$ cat src/rtl/wb_dsp_equation_scheduler.sv
// Round-robin equation scheduler: captures begin_equation triggers as pending requests,
// issues one equation at a time to the equation SM and keeps sticky done/error/overrun status.
module wb_dsp_equation_scheduler #(
  parameter int NUM_EQ    = 4,
  parameter int AW        = 32,
  parameter int TIMEOUT_W = 16
) (
  input  logic                      wb_clk,
  input  logic                      wb_rst,
  input  logic [NUM_EQ-1:0]         begin_equation,
  input  logic [NUM_EQ*AW-1:0]      eq_address,
  input  logic [NUM_EQ-1:0]         eq_enable,
  input  logic [TIMEOUT_W-1:0]      timeout_limit,
  input  logic                      sm_done_i,
  input  logic                      sm_error_i,
  input  logic                      status_clr_i,
  output logic                      start_o,
  output logic [AW-1:0]             start_addr_o,
  output logic [$clog2(NUM_EQ)-1:0] start_id_o,
  output logic                      abort_o,
  output logic                      busy_o,
  output logic [NUM_EQ-1:0]         pending_o,
  output logic [NUM_EQ-1:0]         done_flags_o,
  output logic [NUM_EQ-1:0]         err_flags_o,
  output logic [NUM_EQ-1:0]         overrun_o,
  output logic                      interrupt
);

  localparam int ID_W = $clog2(NUM_EQ);

  typedef enum logic [1:0] {S_IDLE, S_ISSUE, S_WAIT, S_COMPLETE} state_t;

  state_t               r_state;
  state_t               w_next;
  logic [NUM_EQ-1:0]    r_beg_q;
  logic [ID_W-1:0]      r_rr_ptr;
  logic [TIMEOUT_W-1:0] r_timer;
  logic [NUM_EQ-1:0]    w_edge;
  logic [NUM_EQ-1:0]    w_req;
  logic [NUM_EQ-1:0]    w_issue_clr;
  logic [NUM_EQ-1:0]    w_set_done;
  logic [NUM_EQ-1:0]    w_set_err;
  logic [ID_W-1:0]      w_grant;
  logic [ID_W-1:0]      w_rr_next;
  logic                 w_found;
  logic                 w_timeout;

  assign w_edge    = begin_equation & ~r_beg_q & eq_enable;
  assign w_req     = pending_o & eq_enable;
  assign w_timeout = (timeout_limit != '0) && (r_timer == timeout_limit - TIMEOUT_W'(1));
  assign w_rr_next = (w_grant == ID_W'(NUM_EQ - 1)) ? '0 : w_grant + 1'b1;
  assign interrupt = |(done_flags_o | err_flags_o | overrun_o);

  // Search starts at the round-robin pointer and wraps, so the slot just served goes last.
  always_comb begin
    w_found = 1'b0;
    w_grant = '0;
    for (int k = 0; k < NUM_EQ; k++) begin
      if (!w_found && w_req[(int'(r_rr_ptr) + k) % NUM_EQ]) begin
        w_found = 1'b1;
        w_grant = ID_W'((int'(r_rr_ptr) + k) % NUM_EQ);
      end
    end
  end

  always_ff @(posedge wb_clk) begin
    if (!wb_rst) r_state <= S_IDLE;
    else         r_state <= w_next;
  end

  // Pulses are masked by reset so a reset cycle never leaks a start or abort.
  always_comb begin
    w_next      = r_state;
    start_o     = 1'b0;
    abort_o     = 1'b0;
    busy_o      = 1'b0;
    w_issue_clr = '0;
    w_set_done  = '0;
    w_set_err   = '0;
    case (r_state)
      S_IDLE: begin
        if (w_found) w_next = S_ISSUE;
      end
      S_ISSUE: begin
        start_o                 = wb_rst;
        busy_o                  = 1'b1;
        w_issue_clr[start_id_o] = 1'b1;
        w_next                  = S_WAIT;
      end
      S_WAIT: begin
        busy_o = 1'b1;
        if (sm_done_i) begin
          w_set_done[start_id_o] = 1'b1;
          w_next                 = S_COMPLETE;
        end else if (sm_error_i) begin
          w_set_err[start_id_o] = 1'b1;
          w_next                = S_COMPLETE;
        end else if (w_timeout) begin
          abort_o               = wb_rst;
          w_set_err[start_id_o] = 1'b1;
          w_next                = S_COMPLETE;
        end
      end
      S_COMPLETE: w_next = S_IDLE;
      default:    w_next = S_IDLE;
    endcase
  end

  // A new trigger beats the issue-time clear, so it re-queues without counting as overrun.
  always_ff @(posedge wb_clk) begin
    if (!wb_rst) begin
      r_beg_q      <= '0;
      r_rr_ptr     <= '0;
      r_timer      <= '0;
      pending_o    <= '0;
      done_flags_o <= '0;
      err_flags_o  <= '0;
      overrun_o    <= '0;
      start_id_o   <= '0;
      start_addr_o <= '0;
    end else begin
      r_beg_q      <= begin_equation;
      pending_o    <= w_edge | (pending_o & eq_enable & ~w_issue_clr);
      overrun_o    <= (overrun_o & ~{NUM_EQ{status_clr_i}}) | (w_edge & pending_o & ~w_issue_clr);
      done_flags_o <= (done_flags_o & ~{NUM_EQ{status_clr_i}}) | w_set_done;
      err_flags_o  <= (err_flags_o & ~{NUM_EQ{status_clr_i}}) | w_set_err;
      if (r_state == S_IDLE && w_found) begin
        start_id_o   <= w_grant;
        start_addr_o <= eq_address[int'(w_grant)*AW +: AW];
        r_rr_ptr     <= w_rr_next;
      end
      if (r_state == S_ISSUE)
        r_timer <= '0;
      else if (r_state == S_WAIT && r_timer != '1)
        r_timer <= r_timer + 1'b1;
    end
  end

endmodule

$ cat config.mk
export PLATFORM = sky130hd
export DESIGN_NAME = wb_dsp_equation_scheduler
export DESIGN_NICKNAME = d
export VERILOG_FILES = /design/src/rtl/wb_dsp_equation_scheduler.sv
export SDC_FILE = /design/constraint.sdc
export NUM_CORES = 1
export LEC_CHECK = 0
export CAP_MARGIN = 20
export CORE_MARGIN = 4
export CORE_UTILIZATION = 25
export CTS_CLUSTER_DIAMETER = 30
export DETAILED_ROUTE_END_ITERATION = 12
export HOLD_SLACK_MARGIN = 0.1
export PLACE_DENSITY = 0.56
export SLEW_MARGIN = 20
export SYNTH_ARGS = -nofsm -noshare
export SYNTH_HDL_FRONTEND = slang
export SYNTH_SLANG_ARGS = --single-unit
$ cat constraint.sdc
create_clock -name wb_clk -period 7.7 [get_ports wb_clk]
set_input_delay 1.54 -clock wb_clk [delete_from_list [all_inputs] [get_ports wb_clk]]
set_output_delay 1.54 -clock wb_clk [all_outputs]
set_load 0.01 [all_outputs]
==> results of run 1 <==
power by group through the flow:
stage / Clock (mW) / Sequential, mW / Combinational, mW
after floorplan: 0 / 0.455 / 0.145
final: 0.466 / 0.438 / 0.340
after global placement: 0 / 0.444 / 0.341
after detailed placement: 0 / 0.446 / 0.344
after global routing: 0.498 / 0.443 / 0.371
after CTS: 0.484 / 0.438 / 0.345
cell families (layout without fill, tap and decap cells):
| kind of cell | count (synthesis) | in the layout | synth area share, % |
|---|---|---|---|
| compound gates | 77 | 77 | 14.43 |
| xor+xnor | 36 | 36 | 7.655 |
| fa+ha+maj | 6 | 6 | 1.823 |
| buf+inv | 36 | 241 | 3.281 |
| flops | 74 | 74 | 35.97 |
| mux | 70 | 70 | 17.01 |
| simple gates | 161 | 161 | 19.84 |
stage by stage:
step                cells  worst slack (ns)
floorplan             460             2.510
global placement      865             1.441
global route          881             1.106
detailed placement    865             1.340
finish                881             1.372
CTS                   881             1.344
layer usage:
layer / part of all wire, % / GRT usage (%) / vias to the layer above
li1: - / - / 2085
met1: 40 / 16.01 / 1880
met2: 50 / 24.52 / 158
met3: 8.7 / 5.774 / 8
met4: 0.58 / 3.135 / 0
met5: 0 / 0 / -
Yosys cell counts, drive strengths merged, types with 2 or more instances:
cell type | instances | area (µm²)
a31oi | 5 | 31.28
nand4 | 7 | 43.79
and2 | 7 | 43.79
and4 | 3 | 26.28
o21ai | 4 | 20.02
o211ai | 2 | 15.01
xor2 | 14 | 122.6
inv | 11 | 41.29
nor2 | 26 | 97.59
ha | 6 | 75.07
nor4 | 8 | 56.30
xnor2 | 22 | 192.7
nor3 | 10 | 55.05
mux2i | 70 | 700.7
a21oi | 15 | 82.58
buf | 4 | 15.01
and3 | 2 | 12.51
clkbuf | 21 | 78.83
a21boi | 4 | 30.03
or3 | 3 | 23.77
a32oi | 4 | 35.03
nand3 | 12 | 60.06
or4 | 2 | 18.77
nand2b | 2 | 12.51
a22oi | 4 | 35.03
nand2 | 55 | 206.5
a41oi | 2 | 17.52
o221ai | 32 | 280.3
nand3b | 2 | 15.01
dfxtp | 74 | 1481
nor2b | 19 | 118.9
a22o | 3 | 26.28
layout make-up:
type                       instances  area [µm²]  share of cell area, %
clock buffer                      10       239.0                  3.531
clock inverter                     6       90.09                  1.331
inverter                          11       41.29                 0.6101
multi-input combinational        350        2514                  37.14
sequential                        74        1481                  21.89
tap                              216       270.3                  3.993
timing repair buffer             214        2132                  31.50
how the worst min path moves through the flow:
stage,startpoint,end,slack [ns],cells after the start
2_1_floorplan,r_state[1],r_state[1],0.45,2
3_3_place_gp,start_addr_o[4],start_addr_o[4],0.45,2
3_5_place_dp,start_addr_o[17],start_addr_o[17],0.45,2
4_1_cts,start_addr_o[18],start_addr_o[18],0.46,2
5_1_grt,start_addr_o[12],start_addr_o[12],0.49,2
6_report,start_addr_o[18],start_addr_o[18],0.46,2
registers in the layout (all words and copies together) (netlist names):
signal,flops
start_addr_o,32
r_timer,16
done_flags_o,4
err_flags_o,4
overrun_o,4
pending_o,4
r_beg_q,4
r_rr_ptr,2
r_state,2
start_id_o,2
worst min-delay path, delay by kind of cell, from the launching register on:
kind             cells  cell delay, ns
AO/OA/AOI/OAI        1            0.06
AND/OR/NAND/NOR      1            0.05
flip-flops           1            0.32
==> flow_summary.yaml, run 1 <==
detailed_routing:
  drtPass1Iterations: 4
  viasPerCell: 4.689
  vias: 4131
  drt-initial-drc-count: 107
  wl_mm: 13.47
  drc: 0
  drtAntennaViolNets: 0
  wl_per_cell_um: 15.28
floorplan:
  die_area_um2: 18590
  initial_core_util_pct: 25.74
  ios: 211
  coreArea_um2: 16000
  die_w_um: 136.4
  die_h_um: 136.4
  std_cell_rows: 46
worst_setup_path:
  path_cells: "clkdlybuf4s50_1 -> or3_4 -> or3_1 -> or3_1 -> nor3_2 -> o211ai_1 -> or4_4 -> nor3_1 -> clkdlybuf4s50_1"
  cp-start-kind: "input port"
  critical-path-top-delay-family: "simple AND/OR/NAND/NOR gates"
  crit_cells: 9
  crit_slowest_cell: "clkdlybuf4s50_1"
  r2r_cells: 8
  critPathMaxFanout: 7
  critPathBufInv: 2
  arrival_ns: 4.79
  cp-end-kind: "output pin"
  worst-r2r-setup-slack_ns: 4.81
  setup.worst_path.end: "abort_o"
  startpoint: "timeout_limit[7]"
  critPathKind: "input port to output pin"
  cp.required_ns: 6.16
  max_stage_delay_ns: 0.57
  r2r-start: "pending_o[0]"
  r2r-end: "start_addr_o[30]"
clock_tree:
  cts.htree.levels: 3
  clk_pin_slew_ns: 0.06
  cts-root-buf: "clkbuf_16"
  numCtsBuffers: 9
  cts_resized: 0
  cts_max_path_buffers: 2
  postCtsSetupBuffers: 0
  cts_tree: "built"
  cts.sinks: 74
  ctsHoldBuffers: 0
  clkLatencyLatePin_ns: 0.34
layout:
  nNetsFinal: 823
  mostFrequentLayoutCell: "clkdlybuf4s50_1"
  final_area_um2: 6768
  drive_gt1_share_pct: 4.511
  syn_to_final_growth_pct: 64.31
  diodes: 0
  final_core_util_pct: 42.30
  layout_common_cells: "210 x clkdlybuf4s50_1, 74 x dfxtp_1, 70 x mux2i_1"
  fillCellCount: 1582
logic_synthesis:
  synth_cell_types: 43
  async_flop_share_pct: 0
  seq_area_frac_synth_pct: 35.97
  synth_nets: 623
  syn_avg_cell_area_um2: 8.954
  ys_seq_elements: 74
  synth_warnings: 0
  synthCells: 460
  synth_ff_type: "dfxtp_1"
  synth_edf_count: 0
  netlist_area_um2: 4119
placement:
  routabilityCongestion: 0.8099
  portBuffers: 210
  dp_hpwl_mm: 10.48
  post_dp_cell_area_um2: 6439
timing:
  holdWs_ns: 0.4595
  hold_viol_final: 0
  drv_slew: 0
  setup_viol: 0
  worstMarginPinSlew_ns: 1.067
  fin_setup_tns_ns: 0
  fin_crit_ns: 6.328
  fmax_mhz: 158.0
  min_period_over_period_pct: 82.19
  rsz0062_at_grt: "no"
  finClkSkew_ns: 0.004012
  relSlewSlack_pct: 28.74
grt:
  grt_overflow: 0
  antenna_found_initial: 0
  grt_max_degree: 33
  grt_pass1_vias: 4235
  grtUsageTotal_pct: 14.04
  grt_pass1_wl_mm: 20.71
pwr:
  p_int_mw: 0.8995
  swShare_pct: 27.71
  power.density_nw_per_um2: 183.9
  peakVddDrop_v: 0.0001028
  pwr-share-comb_pct: 27.4
  p_sw_mw: 0.3448
  clockPowerShare_pct: 37.5
  p_leak_nw: 2.305
  sequentialPowerShare_pct: 35.2
  p_total_mw: 1.244
outcome:
  outcome: "complete, no violations"
worst_hold_path:
  hp-class: "register to register"
flow_run:
  max_cap_viol_count: 0
No activity file was read; power rests on OpenSTA's default activity.
==> run 2, diff against run 1 <==
==> constraint.sdc (replaced) <==
create_clock -name wb_clk -period 6.34 [get_ports wb_clk]
set_input_delay 1.268 -clock wb_clk [delete_from_list [all_inputs] [get_ports wb_clk]]
set_output_delay 1.268 -clock wb_clk [all_outputs]
set_load 0.01 [all_outputs]
==> flow_summary.yaml, run 2 (same netlist as run 1, synthesis figures left out) <==
worst_setup_path:
  critPathMaxFanout: 7
  crit_cells: 9
  critical-path-top-delay-family: "simple AND/OR/NAND/NOR gates"
  path_cells: "clkdlybuf4s50_1 -> or3_4 -> or3_1 -> or3_1 -> nor3_2 -> o211ai_1 -> or4_4 -> nor3_1 -> clkdlybuf4s50_1"
  r2r_cells: 8
  cp-end-kind: "output pin"
  cp.required_ns: 5.07
  arrival_ns: 4.55
  critPathBufInv: 2
  r2r-start: "pending_o[0]"
  r2r-end: "start_addr_o[30]"
  max_stage_delay_ns: 0.57
  cp-start-kind: "input port"
  worst-r2r-setup-slack_ns: 3.85
  crit_slowest_cell: "or4_4"
  critPathKind: "input port to output pin"
detailed_routing:
  drc: 0
  drtAntennaViolNets: 0
  wl_per_cell_um: 15.04
  drtPass1Iterations: 4
  wl_mm: 13.25
  drt-initial-drc-count: 121
  vias: 4179
  viasPerCell: 4.743
grt:
  grt_overflow: 0
  met1_usage_pct: 15.09
  grt_use_met3_pct: 6.107
  grtUsageTotal_pct: 14.11
  grt_pass1_vias: 4392
  antenna_found_initial: 0
  grt_busiest_layer: "met2"
  grtUsageMet2_pct: 25.51
  grt_max_degree: 67
  grt_pass1_wl_mm: 20.98
layout:
  reg_top3: "start_addr_o (32), r_timer (16)"
  diodes: 0
  fillCellCount: 1560
  mostFrequentLayoutCell: "clkdlybuf4s50_1"
  syn_to_final_growth_pct: 63.79
  final_core_util_pct: 42.16
  layout_common_cells: "210 x clkdlybuf4s50_1, 74 x dfxtp_1, 70 x mux2i_1"
  drive_gt1_share_pct: 4.211
  nNetsFinal: 823
  fin_cells: 881
  largest_register_ffs: 32
  top_register: "start_addr_o"
  final_area_um2: 6746
floorplan:
  coreArea_um2: 16000
  die_w_um: 136.4
  initial_core_util_pct: 25.74
  die_area_um2: 18590
  std_cell_rows: 46
  die_h_um: 136.4
  ios: 211
timing:
  fin_setup_tns_ns: 0
  hold_viol_final: 0
  relSlewSlack_pct: 29.25
  drv_slew: 0
  worstMarginPinSlew_ns: 1.061
  rsz0062_at_grt: "no"
  fin_crit_ns: 5.818
  min_period_over_period_pct: 91.77
  fmax_mhz: 171.9
  setup_viol: 0
  finClkSkew_ns: 0.006281
clock_tree:
  ctsHoldBuffers: 0
  cts_tree: "built"
  cts_resized: 0
  numCtsBuffers: 9
  clk_pin_slew_ns: 0.06
  postCtsSetupBuffers: 0
  clkLatencyLatePin_ns: 0.33
  cts_max_path_buffers: 2
  cts.sinks: 74
  cts.htree.levels: 3
  cts-root-buf: "clkbuf_16"
worst_hold_path:
  hold_path_end: "start_addr_o[3]"
  hold_start: "start_addr_o[3]"
  holdPathStages: 2
  hp-class: "register to register"
pwr:
  power.density_nw_per_um2: 217.1
  peakVddDrop_v: 0.0001244
  p_leak_nw: 2.296
placement:
  routabilityCongestion: 0.8096
  dp_cells: 865
  dp_hpwl_mm: 10.39
  post_dp_cell_area_um2: 6439
  portBuffers: 210
flow_run:
  max_cap_viol_count: 0
outcome:
  outcome: "complete, no violations"
run 2: cell types whose count changed in the layout (fill, tap and decap cells not counted):
cell | previous run | this run
clkbuf_1 | 0 | 2
clkbuf_8 | 1 | 2
clkinvlp_4 | 1 | 0
clkinv_2 | 1 | 0
bufinv_16 | 2 | 1
run 2: through the flow:
step / hold slack, ns / worst slack, ns / total power, mW
floorplan: 0.4515 / 1.694 / 0.7283
global placement: 0.4454 / 0.6230 / 0.9540
detailed placement: 0.4476 / 0.5293 / 0.9584
CTS: 0.4634 / 0.5215 / 1.490
global route: 0.4960 / 0.3387 / 1.546
finish: 0.4596 / 0.5220 / 1.465
run 2: power by group:
group / switching (mW) / internal [mW] / leakage (nW)
sequential: 0.0262 / 0.506 / 0.601
clock: 0.192 / 0.328 / 0.150
combinational: 0.183 / 0.230 / 1.55
total: 0.400 / 1.06 / 2.30
run 2: area by class of cell:
type | count | area, µm² | share of cell area [%]
inverter | 11 | 41.29 | 0.6120
multi-input combinational | 350 | 2514 | 37.26
clock inverter | 3 | 47.55 | 0.7047
sequential | 74 | 1481 | 21.96
tap | 216 | 270.3 | 4.006
clock buffer | 13 | 260.3 | 3.858
timing repair buffer | 214 | 2132 | 31.60
run 2: worst max path at each step:
stage,slack [ns],startpoint,endpoint
after floorplan,1.69,timeout_limit[7],abort_o
after global placement,0.62,timeout_limit[7],abort_o
after detailed placement,0.53,timeout_limit[2],abort_o
after CTS,0.52,timeout_limit[2],abort_o
after global routing,0.34,timeout_limit[2],abort_o
final,0.52,timeout_limit[7],abort_o
run 2: worst register-to-register path: stages (launching register included):
cell and delay (ns):
dfxtp_1 0.34, nand2_1 0.18, o21ai_0 0.11, a21oi_1 0.17, a21oi_1 0.08, a21oi_4 0.11
buf_4 0.77, mux2i_1 0.44, o221ai_1 0.13
run 2: layer usage:
layer | share of wire (%) | vias up | wire length [µm]
met5 | 0 | - | 0
met4 | 1.2 | 0 | 162
met3 | 9.3 | 17 | 1237
met2 | 50 | 157 | 6612
met1 | 40 | 1920 | 5241
li1 | - | 2085 | -
